===== config.mk =====
export PLATFORM = sky130hd
export DESIGN_NAME = pc_fetch_unit_flat
export DESIGN_NICKNAME = d
export VERILOG_FILES = /design/src/rtl/pc_fetch_unit_pkg.sv /design/src/rtl/pc_fetch_unit_if.sv /design/src/rtl/pc_fetch_unit_queue.sv /design/src/rtl/pc_fetch_unit.sv /design/src/flat_wrapper.sv
export SDC_FILE = /design/constraint.sdc
export NUM_CORES = 1
export LEC_CHECK = 0
export BUFFER_PORTS_ARGS = -buffer_cell sky130_fd_sc_hd__buf_2
export CAP_MARGIN = 30
export CELL_PAD_IN_SITES_DETAIL_PLACEMENT = 1
export CELL_PAD_IN_SITES_GLOBAL_PLACEMENT = 1
export CORE_MARGIN = 2
export CORE_UTILIZATION = 40
export CTS_CLUSTER_DIAMETER = 80
export DETAILED_ROUTE_END_ITERATION = 8
export PLACE_DENSITY = 0.87
export RECOVER_POWER = 25
export SLEW_MARGIN = 10
export SYNTH_ARGS = -nofsm -noshare
export SYNTH_HDL_FRONTEND = slang
export SYNTH_SLANG_ARGS = --single-unit

===== constraint.sdc =====
create_clock -name clk -period 4.1 [get_ports clk]
set_input_delay 0.82 -clock clk [delete_from_list [all_inputs] [get_ports clk]]
set_output_delay 0.82 -clock clk [all_outputs]
set_load 0.005 [all_outputs]

===== src/rtl/pc_fetch_unit_pkg.sv =====
// Shared types and constants for the fetch unit: the fetch FSM state
// encoding, the queue entry layout and the instruction word size.
package fetch_pkg;

   localparam int          INST_BYTES       = 4;
   localparam logic [31:0] DEFAULT_RESET_PC = 32'h0000_0000;

   typedef enum logic [1:0] {
      BOOT = 2'd0,
      RUN  = 2'd1,
      HALT = 2'd2
   } fetch_state_e;

   typedef struct packed {
      logic [31:0] pc;
      logic [31:0] inst;
   } fetch_entry_t;

   // Fetch addresses are always word aligned; low bits of a target are dropped.
   function automatic logic [31:0] align_pc(input logic [31:0] addr);
      return {addr[31:2], 2'b00};
   endfunction

endpackage


===== src/rtl/pc_fetch_unit_if.sv =====
// Bundle of the fetch unit's redirect, instruction-memory and decode-side
// signals. The master modport is the fetch unit; slave is its environment.
//
// Handshakes: a transfer happens in a cycle where both valid and ready are
// high at the rising clock edge. valid must not depend on ready. The memory
// response channel has no ready: imem_rsp_valid is always accepted.
interface pc_fetch_unit_if;
   import fetch_pkg::*;

   logic         redirect_en;
   logic [31:0]  redirect_pc;
   logic         imem_req_valid;
   logic         imem_req_ready;
   logic [31:0]  imem_req_addr;
   logic         imem_rsp_valid;
   logic [31:0]  imem_rsp_data;
   logic         inst_valid;
   logic         inst_ready;
   logic [31:0]  inst_data;
   logic [31:0]  inst_pc;
   logic         flush;
   logic         misaligned;
   fetch_state_e dbg_state;

   modport master (
      input  redirect_en, redirect_pc, imem_req_ready, imem_rsp_valid,
             imem_rsp_data, inst_ready,
      output imem_req_valid, imem_req_addr, inst_valid, inst_data, inst_pc,
             flush, misaligned, dbg_state
   );

   modport slave (
      output redirect_en, redirect_pc, imem_req_ready, imem_rsp_valid,
             imem_rsp_data, inst_ready,
      input  imem_req_valid, imem_req_addr, inst_valid, inst_data, inst_pc,
             flush, misaligned, dbg_state
   );

endinterface


===== src/rtl/pc_fetch_unit_queue.sv =====
// fetch_queue: small synchronous FIFO of fetched {pc, inst} entries toward
// decode. clear_i empties it in one cycle and overrides push/pop.
module fetch_queue
   import fetch_pkg::*;
#(
   parameter int DEPTH = 2
) (
   input  logic                     clk,
   input  logic                     rst_n,
   input  logic                     clear_i,
   input  logic                     push_i,
   input  fetch_entry_t             push_data_i,
   input  logic                     pop_i,
   output fetch_entry_t             pop_data_o,
   output logic [$clog2(DEPTH):0]   count_o,
   output logic                     empty_o
);

   localparam int PW = $clog2(DEPTH);

   fetch_entry_t  mem_q [DEPTH];
   logic [PW-1:0] wr_ptr_q, wr_ptr_d;
   logic [PW-1:0] rd_ptr_q, rd_ptr_d;
   logic [PW:0]   count_q, count_d;

   // Pointer and occupancy update; pointers wrap naturally at DEPTH.
   always_comb begin
      wr_ptr_d = wr_ptr_q;
      rd_ptr_d = rd_ptr_q;
      count_d  = count_q;
      if (clear_i) begin
         wr_ptr_d = '0;
         rd_ptr_d = '0;
         count_d  = '0;
      end else begin
         if (push_i) wr_ptr_d = wr_ptr_q + PW'(1);
         if (pop_i)  rd_ptr_d = rd_ptr_q + PW'(1);
         case ({push_i, pop_i})
            2'b10:   count_d = count_q + (PW+1)'(1);
            2'b01:   count_d = count_q - (PW+1)'(1);
            default: count_d = count_q;
         endcase
      end
   end

   // Pointer and occupancy registers.
   always_ff @(posedge clk or negedge rst_n) begin
      if (!rst_n) begin
         wr_ptr_q <= '0;
         rd_ptr_q <= '0;
         count_q  <= '0;
      end else begin
         wr_ptr_q <= wr_ptr_d;
         rd_ptr_q <= rd_ptr_d;
         count_q  <= count_d;
      end
   end

   // Entry storage; contents need no reset since count gates visibility.
   always_ff @(posedge clk) begin
      if (push_i && !clear_i) mem_q[wr_ptr_q] <= push_data_i;
   end

   assign pop_data_o = mem_q[rd_ptr_q];
   assign count_o    = count_q;
   assign empty_o    = (count_q == '0);

   // The issue credit rule must make overflow impossible.
   a_no_overflow: assert property (@(posedge clk) disable iff (!rst_n)
      !(push_i && !pop_i && !clear_i && count_q == (PW+1)'(DEPTH)));

   a_no_underflow: assert property (@(posedge clk) disable iff (!rst_n)
      !(pop_i && !clear_i && count_q == '0));

endmodule


===== src/rtl/pc_fetch_unit.sv =====
// pc_fetch_unit: owns the fetch PC, issues in-order instruction-memory
// requests, queues responses toward decode and restarts on redirect,
// dropping stale responses that are still in flight.
// Optional feature macro: MISALIGN_TRAP_EN (a misaligned redirect target
// sets a sticky flag and halts fetch instead of being silently aligned).
module pc_fetch_unit
   import fetch_pkg::*;
#(
   parameter logic [31:0] RESET_PC = DEFAULT_RESET_PC,
   parameter int          FQ_DEPTH = 2
) (
   input logic             clk,
   input logic             rst_n,
   pc_fetch_unit_if.master bus
);

   localparam int CW = $clog2(FQ_DEPTH) + 1;

   fetch_state_e  state_q, state_d;
   logic [31:0]   pc_q, pc_d;
   logic [31:0]   rsp_pc_q, rsp_pc_d;
   logic [CW-1:0] inflight_q, inflight_d;
   logic [CW-1:0] drop_cnt_q, drop_cnt_d;
   logic [CW-1:0] q_count;
   logic          q_empty, q_push, q_pop;
   fetch_entry_t  q_head, q_wdata;
   logic          redirect_take, mis_redirect, credit_ok;
   logic          req_valid, req_fire, rsp_drop;

   // Request issue, response acceptance and redirect qualification.
   always_comb begin
      redirect_take = bus.redirect_en && (state_q != HALT);
`ifdef MISALIGN_TRAP_EN
      mis_redirect  = redirect_take && (bus.redirect_pc[1:0] != 2'b00);
`else
      mis_redirect  = 1'b0;
`endif
      // Queued plus outstanding never exceeds the queue depth, so every
      // response has a slot waiting for it.
      credit_ok = ({1'b0, q_count} + {1'b0, inflight_q}) < (CW+1)'(FQ_DEPTH);
      req_valid = (state_q == RUN) && !bus.redirect_en && credit_ok;
      req_fire  = req_valid && bus.imem_req_ready;
      rsp_drop  = (drop_cnt_q != '0);
      q_push    = bus.imem_rsp_valid && !bus.redirect_en && !rsp_drop &&
                  (state_q != HALT);
      q_pop     = !q_empty && bus.inst_ready;
      q_wdata.pc   = rsp_pc_q;
      q_wdata.inst = bus.imem_rsp_data;
   end

   // Next state: FSM, fetch PC, response PC and in-flight bookkeeping.
   always_comb begin
      state_d    = state_q;
      pc_d       = pc_q;
      rsp_pc_d   = rsp_pc_q;
      drop_cnt_d = drop_cnt_q;
      inflight_d = inflight_q + CW'(req_fire) - CW'(bus.imem_rsp_valid);

      case (state_q)
         BOOT:    state_d = RUN;
         RUN:     state_d = RUN;
         HALT:    state_d = HALT;
         default: state_d = BOOT;
      endcase
      if (mis_redirect) state_d = HALT;

      if (redirect_take) begin
         // Everything still outstanding belongs to the old stream; the one
         // response arriving now is already discarded.
         drop_cnt_d = inflight_q - CW'(bus.imem_rsp_valid);
         pc_d       = align_pc(bus.redirect_pc);
         rsp_pc_d   = align_pc(bus.redirect_pc);
      end else begin
         if (bus.imem_rsp_valid && rsp_drop) drop_cnt_d = drop_cnt_q - CW'(1);
         if (req_fire) pc_d     = pc_q + 32'(INST_BYTES);
         if (q_push)   rsp_pc_d = rsp_pc_q + 32'(INST_BYTES);
      end
   end

   // State registers.
   always_ff @(posedge clk or negedge rst_n) begin
      if (!rst_n) begin
         state_q    <= BOOT;
         pc_q       <= RESET_PC;
         rsp_pc_q   <= RESET_PC;
         inflight_q <= '0;
         drop_cnt_q <= '0;
      end else begin
         state_q    <= state_d;
         pc_q       <= pc_d;
         rsp_pc_q   <= rsp_pc_d;
         inflight_q <= inflight_d;
         drop_cnt_q <= drop_cnt_d;
      end
   end

   fetch_queue #(.DEPTH(FQ_DEPTH)) u_queue (
      .clk         (clk),
      .rst_n       (rst_n),
      .clear_i     (bus.redirect_en),
      .push_i      (q_push),
      .push_data_i (q_wdata),
      .pop_i       (q_pop),
      .pop_data_o  (q_head),
      .count_o     (q_count),
      .empty_o     (q_empty)
   );

`ifdef MISALIGN_TRAP_EN
   logic misaligned_q;

   // Sticky misaligned-target flag, cleared only by reset.
   always_ff @(posedge clk or negedge rst_n) begin
      if (!rst_n)            misaligned_q <= 1'b0;
      else if (mis_redirect) misaligned_q <= 1'b1;
   end

   assign bus.misaligned = misaligned_q;
`else
   assign bus.misaligned = 1'b0;
`endif

   assign bus.imem_req_valid = req_valid;
   assign bus.imem_req_addr  = pc_q;
   assign bus.inst_valid     = !q_empty;
   assign bus.inst_data      = q_head.inst;
   assign bus.inst_pc        = q_head.pc;
   assign bus.flush          = bus.redirect_en;
   assign bus.dbg_state      = state_q;

   // Memory must never return more responses than were requested.
   a_no_rsp_underflow: assert property (@(posedge clk) disable iff (!rst_n)
      !(bus.imem_rsp_valid && inflight_q == '0));

endmodule


===== src/flat_wrapper.sv =====
// flat-port wrapper written by rule: the top's interface ports become plain ports
module pc_fetch_unit_flat import fetch_pkg::*;
#(
   parameter logic [31:0] RESET_PC = DEFAULT_RESET_PC,
   parameter int          FQ_DEPTH = 2
)
  (clk, rst_n, bus_redirect_en, bus_redirect_pc, bus_imem_req_ready, bus_imem_rsp_valid, bus_imem_rsp_data, bus_inst_ready, bus_imem_req_valid, bus_imem_req_addr, bus_inst_valid, bus_inst_data, bus_inst_pc, bus_flush, bus_misaligned, bus_dbg_state);
  pc_fetch_unit_if bus_i ();
  input logic clk;
  input logic rst_n;
  input wire logic [$bits(bus_i.redirect_en)-1:0] bus_redirect_en;
  input wire logic [$bits(bus_i.redirect_pc)-1:0] bus_redirect_pc;
  input wire logic [$bits(bus_i.imem_req_ready)-1:0] bus_imem_req_ready;
  input wire logic [$bits(bus_i.imem_rsp_valid)-1:0] bus_imem_rsp_valid;
  input wire logic [$bits(bus_i.imem_rsp_data)-1:0] bus_imem_rsp_data;
  input wire logic [$bits(bus_i.inst_ready)-1:0] bus_inst_ready;
  output wire logic [$bits(bus_i.imem_req_valid)-1:0] bus_imem_req_valid;
  output wire logic [$bits(bus_i.imem_req_addr)-1:0] bus_imem_req_addr;
  output wire logic [$bits(bus_i.inst_valid)-1:0] bus_inst_valid;
  output wire logic [$bits(bus_i.inst_data)-1:0] bus_inst_data;
  output wire logic [$bits(bus_i.inst_pc)-1:0] bus_inst_pc;
  output wire logic [$bits(bus_i.flush)-1:0] bus_flush;
  output wire logic [$bits(bus_i.misaligned)-1:0] bus_misaligned;
  output wire logic [$bits(bus_i.dbg_state)-1:0] bus_dbg_state;
  assign bus_i.redirect_en = bus_redirect_en;
  assign bus_i.redirect_pc = bus_redirect_pc;
  assign bus_i.imem_req_ready = bus_imem_req_ready;
  assign bus_i.imem_rsp_valid = bus_imem_rsp_valid;
  assign bus_i.imem_rsp_data = bus_imem_rsp_data;
  assign bus_i.inst_ready = bus_inst_ready;
  assign bus_imem_req_valid = bus_i.imem_req_valid;
  assign bus_imem_req_addr = bus_i.imem_req_addr;
  assign bus_inst_valid = bus_i.inst_valid;
  assign bus_inst_data = bus_i.inst_data;
  assign bus_inst_pc = bus_i.inst_pc;
  assign bus_flush = bus_i.flush;
  assign bus_misaligned = bus_i.misaligned;
  assign bus_dbg_state = bus_i.dbg_state;
  pc_fetch_unit #(.RESET_PC(RESET_PC), .FQ_DEPTH(FQ_DEPTH)) u_core (.clk(clk), .rst_n(rst_n), .bus(bus_i));
endmodule

==> impl_metrics.csv <==
group,metric,value,unit
detailed_routing,ant_nets,0,
grt,grt_start_max_net_pins,50,
detailed_routing,initialDrtViolationCount,314,
grt,grt_remaining_overflow,0,
cells_and_area,most_common_cell_after_layout_fill_and_taps_aside,"buf_2",
sta,finalCritPeriodShare,0.7512,
setup_path,worst_ep_arrival_time,2.26,ns
floorplanning,io-pin-count,172,
place,dp.final_hpwl,15.88,mm
power_and_ir_drop,leakage,3.820,nW
power_and_ir_drop,pwrdens,493.3,nW/um2
setup_path,crit_path_start_kind,"flip-flop",
clock_tree,worstSkewPairLatency,0.43,ns
detailed_routing,final_routed_wire_length_divided_by_cell_count,19.99,um
yosys,fraction_of_synthesis_flops_using_an_asynchronous_set_or_reset_pin,0.3608,
grt,antenna_found_initial,0,
cells_and_area,fillCellCount,2252,
grt,global_route.usage.total,0.2027,
yosys,synthFlopType,"edfxtp_1",
setup_path,crit_type,"reg2out",
setup_path,setup.reg_to_reg.worst_slack,1.23,ns
grt,grt_pass1_wl,34.56,mm
clock_tree,cts_buffers,17,
floorplanning,floorplan.initialDensity,0.4047,
clock_tree,clk_path_buf_depth,2,
clock_tree,cts-root-buf,"clkbuf_16",
floorplanning,fp.dieW,149.1,um
yosys,syn_avg_cell_area,13.06,um2
floorplanning,fp.dieH,149.1,um
floorplanning,core-area,20820,um2
setup_path,worst_path_max_delay_cell,"or4b_4",
detailed_routing,vias,6031,
setup_path,path_cells,"and2_1, fa_1, or4b_4, nor2_1, buf_2",
sta,finalHoldViolCount,0,
grt,number_of_global_route_vias_before_repair,6389,
power_and_ir_drop,switching_share,0.2937,
cells_and_area,layout_common_cells,"buf_2, edfxtp_1, dfrtp_1",
cells_and_area,area_of_the_multi_input_gates,2801,um2
cells_and_area,final_net_count,892,
yosys,synth_cells,645,
sta,timing.final.setup_violations,0,
setup_path,top_fanout_value_on_the_critical_path,5,
yosys,synth_enable_flop_cells,124,
sta,max_clock_freq,324.7,MHz
sta,setup-tns-final,0,ns
detailed_routing,drc,0,
power_and_ir_drop,share_clk_of_total_power,0.311,
clock_tree,postCtsSetupRepairBufs,0,
sta,maxSlewViolCount,0,
power_and_ir_drop,power,5.003,mW
clock_tree,worst_setup_hold_path_clk_slew,0.07,ns
cells_and_area,area_growth_syn_to_layout,20.36,%
setup_path,endpoint_kind,"output pin",
sta,grt_setup_unrepaired,"false",
clock_tree,tritoncts,"yes",
sta,max_slew.worst_pin.slew,1.212,ns
setup_path,critPathMaxStageDelay,0.57,ns
power_and_ir_drop,peak_supply_drop,299.4,uV
yosys,ys_seq_area_frac,0.6497,
detailed_routing,detailedRoute.firstPassIterationCount,5,
power_and_ir_drop,seq_power_share,0.505,
sta,maxSlewHeadroom,0.1923,
cells_and_area,layout_cell_share_with_drive_strength_beyond_1,0.3209,
detailed_routing,drt-vias-per-instance,5.463,
power_and_ir_drop,net-switching-power,1.470,mW
power_and_ir_drop,p_comb_frac,0.184,
outcome,status,"complete, no violations",
place,numPortBuffers,164,
yosys,synthesis.yosys.warnings,0,
clock_tree,cts-htree-levels,4,
setup_path,worstPathRequired,3.28,ns
yosys,synthesis.area,8427,um2
clock_tree,post_cts_hold_buffers,0,
clock_tree,clock-sinks,194,
yosys,yosys.cell_types.count,53,
place,gp_congestion,0.8518,
detailed_routing,routed_wirelength,22.07,mm
yosys,synth-seq-cells,194,
sta,clock_skew,0.01086,ns
floorplanning,die_area,22240,um2
cells_and_area,area_of_all_sequential_standard_cells,5477,um2
sta,min_period,3.080,ns
floorplanning,row_count,53,
power_and_ir_drop,internal_power,3.534,mW
run,maxCapViolations,0,
cells_and_area,insertedDiodeCount,0,
clock_tree,cts_resized,0,
worst_hold_path,worst_hold_path_type,"reg2reg",
path summary, 6_finish.rpt:
check | startpoint | to | cells past startpoint
worst max-delay path | u_core.u_queue.count_o[0]$_DFFE_PN0P_ | bus_imem_req_valid | 5
worst min-delay path | u_core.rsp_pc_q[31]$_DFFE_PN0P_ | u_core.u_queue.mem_q[0][63]$_DFFE_PP_ | 0
worst max register to register | u_core.u_queue.count_o[0]$_DFFE_PN0P_ | u_core.bus.imem_req_addr[26]$_DFFE_PN0P_ | 7
worst min register to register | u_core.rsp_pc_q[31]$_DFFE_PN0P_ | u_core.u_queue.mem_q[0][63]$_DFFE_PP_ | 0
max in group asynchronous | rst_n | u_core.u_queue.rd_ptr_q$_DFFE_PN0P_ | 2
min in group asynchronous | rst_n | u_core.rsp_pc_q[3]$_DFFE_PN0P_ | 1
state kept, by name, summed over array words and instances, names as in the netlist, 2 cells and up:
register                  cells
u_core.drop_cnt_q             2
u_core.bus.dbg_state          2
u_core.rsp_pc_q              30
u_core.bus.imem_req_addr     30
u_core.inflight_q             2
u_core.u_queue.mem_q        124
u_core.u_queue.count_o        2
cell usage after synthesis (3+ instances only):
cell type / number / area share
nand2b_1: 3 / 0.0022
nand4_1: 13 / 0.0097
or2_2: 3 / 0.0022
and3_1: 8 / 0.0059
o21a_1: 3 / 0.0027
xnor2_1: 17 / 0.018
nor4_1: 9 / 0.0067
nand2_1: 50 / 0.022
buf_4: 6 / 0.0053
o211ai_1: 13 / 0.012
xor2_1: 11 / 0.011
a311oi_1: 9 / 0.0094
edfxtp_1: 124 / 0.44
inv_1: 10 / 0.0045
and4_1: 4 / 0.0042
o22ai_1: 7 / 0.0052
nor3_1: 18 / 0.011
nor2b_1: 5 / 0.0037
mux2_2: 62 / 0.083
dfrtp_1: 70 / 0.21
nand3_1: 34 / 0.020
ha_1: 5 / 0.0074
nor2_1: 45 / 0.020
buf_1: 3 / 0.0013
a21oi_1: 30 / 0.018
clkbuf_1: 22 / 0.0098
a31oi_1: 3 / 0.0022
and2_1: 10 / 0.0074
o21ai_0: 11 / 0.0065
a211oi_1: 9 / 0.0080
critical path: cells and delay by family (launching register included):
family	cells	cell delay, ns
flip-flops	1	0.41
AND/OR/NAND/NOR	3	0.85
buffers and inverters	1	0.13
adder cells (fa/ha/maj)	1	0.45
kinds of logic after synthesis:
group / Yosys count / share of synthesized area
compound gates: 97 / 0.07528
xor+xnor: 28 / 0.02910
fa+ha+maj: 6 / 0.009800
buf+inv: 41 / 0.02094
flops: 194 / 0.6497
mux: 64 / 0.08523
other cells: 1 / 0.0004450
simple gates: 214 / 0.1295
layout make-up:
class | instances | share of cell area
timing repair buffer | 179 | 0.09228
inverter | 10 | 0.003701
clock inverter | 14 | 0.01160
sequential | 194 | 0.5400
clock buffer | 18 | 0.04231
tap | 275 | 0.03393
multi-input combinational | 414 | 0.2762
power groups by stage:
stage / Sequential, mW / Clock, mW / Combinational [mW]
2_1_floorplan: 2.49 / 0 / 0.567
3_3_place_gp: 2.54 / 0 / 0.885
3_5_place_dp: 2.56 / 0 / 0.927
4_1_cts: 2.52 / 1.59 / 0.938
5_1_grt: 2.55 / 1.68 / 1.02
6_report: 2.52 / 1.56 / 0.920
per-layer routing:
layer / part of all wire / track usage
met1: 0.42 / 0.2593
met2: 0.50 / 0.3417
met3: 0.057 / 0.04128
met4: 0.021 / 0.07476
met5: 0 / 0
per-stage QoR:
stage	std cells	setup WS, ns	hold WS, ns	instance area (um2)	utilization
floorplan	649	0.6179	0.4644	8444	-
finish	1104	1.020	0.5189	10140	0.4871
global route	1104	0.8859	0.5497	10140	0.4871
detailed placement	1072	1.246	0.5165	9618	0.4619
CTS	1104	0.9814	0.3460	10160	0.4882
global placement	1072	1.317	0.4796	9618	0.4619
Power figures use the tool's default switching activity.
